===== src/rtl/spasrd_32_8_pkg.sv =====
// Shared definitions for the register-snapshot byte serializer: state encoding,
// transfer geometry and byte-selection helper.
package spasrd_32_8_pkg;

  typedef enum logic {
    IDLE = 1'b0,
    SEND = 1'b1
  } state_e;

  localparam int BEATS  = 4;
  localparam int BYTE_W = 8;
  localparam int WORD_W = 32;
  localparam int NREGS  = 4;

  function automatic logic [BYTE_W-1:0] word_byte(input logic [WORD_W-1:0] w,
                                                   input logic [1:0]        idx);
    return w[idx*BYTE_W +: BYTE_W];
  endfunction

endpackage


===== src/rtl/spasrd_beatcnt.sv =====
// Beat counter for one serialized word: advances on each accepted beat and
// wraps back to zero after the final beat, so a new transfer always starts at 0.
module spasrd_beatcnt
  import spasrd_32_8_pkg::*;
(
  input  logic       clk,
  input  logic       reset_l,
  input  logic       en,
  output logic [1:0] beat,
  output logic       last
);

  always_ff @(posedge clk or negedge reset_l) begin
    if (!reset_l) begin
      beat <= 2'd0;
    end else if (en) begin
      beat <= beat + 2'd1;
    end
  end

  assign last = (beat == 2'(BEATS - 1));

endmodule


===== src/rtl/spasrd_32_8.sv =====
// Snapshots one of four 32-bit registers on request and streams it out as four
// bytes over a valid/ready port; busy reflects the FSM state (SEND).
module spasrd_32_8
  import spasrd_32_8_pkg::*;
#(
  parameter bit LSB_FIRST = 1'b1
) (
  input  logic                      clk,
  input  logic                      reset_l,
  input  logic [NREGS*WORD_W-1:0]   reg_bus,
  input  logic                      rd_req,
  input  logic [1:0]                rd_sel,
  output logic                      rd_ack,
  output logic [BYTE_W-1:0]         dout,
  output logic                      dout_valid,
  input  logic                      dout_ready,
  output logic                      dout_last,
  output logic                      busy
);

  // Handshake: a beat transfers on a rising edge where dout_valid and
  // dout_ready are both high; dout/dout_last hold steady while dout_ready is
  // low, and dout_valid is purely registered (never a function of dout_ready).

  state_e              state;
  logic [WORD_W-1:0]   snap;
  logic                valid_q;
  logic                ack_q;
  logic                hs;
  logic [1:0]          beat;
  logic                beat_last;
  logic [1:0]          byte_idx;

  assign hs = valid_q & dout_ready;

  spasrd_beatcnt u_beatcnt (
    .clk     (clk),
    .reset_l (reset_l),
    .en      (hs),
    .beat    (beat),
    .last    (beat_last)
  );

  // Requests seen in SEND (including on the final handshake) are ignored, which
  // guarantees at least one idle cycle between transfers.
  always_ff @(posedge clk or negedge reset_l) begin
    if (!reset_l) begin
      state   <= IDLE;
      snap    <= '0;
      valid_q <= 1'b0;
      ack_q   <= 1'b0;
    end else begin
      ack_q <= 1'b0;
      case (state)
        IDLE: begin
          if (rd_req) begin
            snap    <= reg_bus[rd_sel*WORD_W +: WORD_W];
            ack_q   <= 1'b1;
            valid_q <= 1'b1;
            state   <= SEND;
          end
        end
        SEND: begin
          if (hs && beat_last) begin
            valid_q <= 1'b0;
            state   <= IDLE;
          end
        end
        default: begin
          valid_q <= 1'b0;
          state   <= IDLE;
        end
      endcase
    end
  end

  assign byte_idx   = LSB_FIRST ? beat : (2'd3 - beat);
  assign dout       = word_byte(snap, byte_idx);
  assign dout_valid = valid_q;
  assign dout_last  = valid_q & beat_last;
  assign rd_ack     = ack_q;
  assign busy       = (state == SEND);

endmodule


===== config.mk =====
export PLATFORM = sky130hd
export DESIGN_NAME = spasrd_32_8
export DESIGN_NICKNAME = d
export VERILOG_FILES = /design/src/rtl/spasrd_32_8_pkg.sv /design/src/rtl/spasrd_beatcnt.sv /design/src/rtl/spasrd_32_8.sv
export SDC_FILE = /design/constraint.sdc
export NUM_CORES = 1
export LEC_CHECK = 0
export CORE_ASPECT_RATIO = 0.75
export CORE_UTILIZATION = 40
export DETAILED_ROUTE_END_ITERATION = 12
export PLACE_DENSITY = 0.93
export SLEW_MARGIN = 20
export SYNTH_ARGS = -nofsm -noshare
export SYNTH_HDL_FRONTEND = slang
export SYNTH_HIERARCHICAL = 1
export SYNTH_SLANG_ARGS = --single-unit
export TNS_END_PERCENT = 20

===== constraint.sdc =====
create_clock -name clk -period 4.4 [get_ports clk]
set_clock_uncertainty 0.1 [all_clocks]
set_input_delay 1.1 -clock clk [delete_from_list [all_inputs] [get_ports clk]]
set_output_delay 1.1 -clock clk [all_outputs]
set_load 0.01 [all_outputs]

==> results <==
- The synthesized netlist occupies a cell area of 0.00251 mm2.
- The source-to-sink clock delay at the later pin of the worst-skew pair is 0.28 ns.
- The die footprint is 0.00659 mm2.
- The number of buffers inserted for hold repair after clock tree synthesis is 0.
- The total of warnings raised by yosys is 6.
- STA classifies the critical path endpoint as a primary output.
- The initial core utilization is 0.424.
- Measured in cells, the most critical reg-to-reg path has a length of 3.
- The count of nets left with antenna violations after detail routing is 0.
- The post-route DRC violation count is 0.
- In this run the critical register-to-register path is captured at snap[15].
- The count of buffers added on input and output ports is 145.
- In this run the clock root is driven by a clkbuf_8.
- The post-place instance area is 0.00397 mm2.
- The initial antenna violation count was 0.
- In this run the core area contains 24 standard-cell rows.
- The horizontal die dimension is 93.4 um.
- Counting distinct cell types in the post-synthesis netlist gives 18.
- The total negative slack for setup checks is 0 ns.
- For hold timing, the worst endpoint is snap[27].
- The startpoint of the most critical register-to-register path is busy.
- The final number of hold-violating endpoints is 0.
- After routing the design area is 0.00406 mm2.
- The final layout contains 411 nets.
- Hold is met by 0.415 ns.
- The post-CTS resize count is 0.
- The worst slew margin relative to its limit is 0.451.
- The largest voltage drop on the vdd net is 0.000184 V.
- The clock passes through at most 2 buffers.
- The TritonCTS buffer count is 5.
- The first global-routing pass estimated 10500 um of wire.
- The number of maximum-capacitance violations is 0.
- After floorplanning, the core was sized to cover 0.00592 mm2.
- The final max-slew violation count is 0.
- Entering global routing, the biggest net connects 38 pins.
- STA classifies the critical path startpoint as a register.
- The total of endpoints with negative setup slack in the final report is 0.
- The register clock-pin slew on the reported worst setup and hold paths is 0.07 ns.
- In this run, synthesis produced a sequential element count of 37.
- The number of fill cells is 415.
- The die outline height is 70.6 um.
- Setup repair after global routing left no endpoint under its margin.
- Synthesis produced a netlist with a net count of 268.
- The worst setup path is of the reg2out kind.
- In the final layout, the share of cells above drive strength 1 is 0.308.
- In this run the static leakage power is 1.60 nW.
- Relative to the synthesized area, the layout overhead comes to 61.9%.
- Of all nets on the critical path, the largest fanout is 10.
- Across every metal layer, demand over resource in global routing totals 0.214.
- The run finished with clean final reports.
- The first detailed-routing pass took 4 iterations.
- The maximum level of the CTS H-tree is 2.
- STA puts the critical path data required time at 3.20 ns.
- The fraction of the yosys area taken by sequential cells is 0.369.
- The via-per-instance ratio is 5.27.
- The multi-input combinational cells in the finished layout cover a total of 0.00148 mm2.
- The measured slew at the worst slew-check pin is 0.824 ns.
- The clock drives 37 sinks.
- After detailed routing, the average wire length per cell comes to 18.6 um.
- The period utilization is 0.750.
- The cell area power density is 448 mW/mm2.
- The library cell used most frequently in the layout, excluding fill and tap cells, is clkdlybuf4s50_1.
- TritonCTS built the clock tree.
- The starting DRC count in detailed routing is 27.
- The number of antenna repair diodes is 0.
- Once detailed placement completed, the half-perimeter wirelength came to 5290 um.
- The launch instance of the worst min-delay path is snap[27].
- The number of vias in the routed layout is 1864.
- The congestion estimate from routability-driven global placement came to 0.778.
- In the layout the commonest cells are 143 x clkdlybuf4s50_1, 38 x mux4_2, 37 x dfrtp_1, 31 x mux2_4, 6 x clkbuf_8.
- The number of setup buffers added after CTS is 0.
- For the worst setup path, the data arrival time is 2.10 ns.
- The tightest min-delay check is of the reg2reg type.
- The mean post-synth cell area is 18.8 um2.
- The worst path needs 3.30 ns of the cycle, external delays included.
- The top-level I/O count is 146.
- The via count of the first global-routing pass came to 2066.
- The register-to-register setup slack is 2.44 ns.
- Summed over all layers, the global routing overflow is 0.
- The fmax is 303 MHz.
- The cell count after synthesis came out at 133.
- For this block, the routed nets add up to 6580 um of wire.
- Registers take 926 um2.
- Counting instances, the worst hold path has a depth of 1.
metal layers:
metal / track usage / wire, um / vias to the layer above
met5: 0 / 0 / -
met4: 0.0615 / 63 / 0
met3: 0.0527 / 537 / 6
met2: 0.354 / 3190 / 93
met1: 0.283 / 2790 / 928
li1: - / - / 837
per-stage QoR:
step	utilization	setup slack (ns)	total power [mW]	instances
after CTS	0.686	1.05	1.84	354
final	0.686	1.10	1.82	354
after global routing	0.686	0.955	1.92	354
after floorplan	-	2.03	1.19	133
after global placement	0.671	1.26	1.56	347
after detailed placement	0.671	1.23	1.60	347
where the power goes:
group / switching [mW] / total [mW] / leakage [nW] / internal [mW]
Combinational: 0.247 / 0.914 / 1.11 / 0.667
Sequential: 0.159 / 0.671 / 0.440 / 0.512
Clock: 0.109 / 0.233 / 0.0443 / 0.124
registers in the layout, indices dropped and copies added, names as in the netlist:
register / flops
dout_valid: 1
u_beatcnt/beat: 2
busy: 1
snap: 32
rd_ack: 1
cells in the mapped netlist:
cell	count	area (um2)
buf_2	6	30.0
buf_12	3	60.1
a21oi_1	1	5.00
and2_1	2	12.5
nor2b_1	1	6.26
mux2_2	2	22.5
ha_1	1	12.5
mux4_1	2	52.6
mux4_2	38	856
a21bo_2	1	10.0
buf_6	1	11.3
nand3_1	1	5.00
a21o_1	1	7.51
nor2_1	1	3.75
dfrtp_1	37	926
mux2_4	31	465
buf_1	3	11.3
xor2_1	1	8.76
worst max path at each step:
stage                      startpoint  cells past startpoint  slack (ns)  endpoint
floorplan           u_beatcnt/beat[0]                      2        2.03   dout[0]
global placement               rd_req                      4        1.26  snap[15]
detailed placement          rd_sel[0]                      4        1.23   snap[1]
CTS                 u_beatcnt/beat[0]                      2        1.05   dout[3]
global route        u_beatcnt/beat[0]                      2        0.96   dout[3]
finish              u_beatcnt/beat[0]                      2        1.10   dout[3]
critical path: stages (launching register included):
cell             delay (ns)
dfrtp_1                0.73
mux4_2                 0.59
clkdlybuf4s50_1        0.50
area by class of cell:
type                       count  area share
clock buffer                   7      0.0213
multi-input combinational     83       0.364
tap                           78      0.0241
timing repair buffer         149       0.363
sequential                    37       0.228
cell families (layout without fill, tap and decap cells):
kind of cell             Yosys count  count (layout)  synth area share
buffers and inverters             13             156            0.0449
flip-flops                        37              37             0.369
adder cells (fa/ha/maj)            1               1           0.00499
AND/OR/NAND/NOR                    5               5            0.0110
XOR/XNOR                           1               1           0.00350
AO/OA/AOI/OAI                      3               3           0.00899
multiplexers                      73              73             0.557
(Power assumes the default switching activity.)
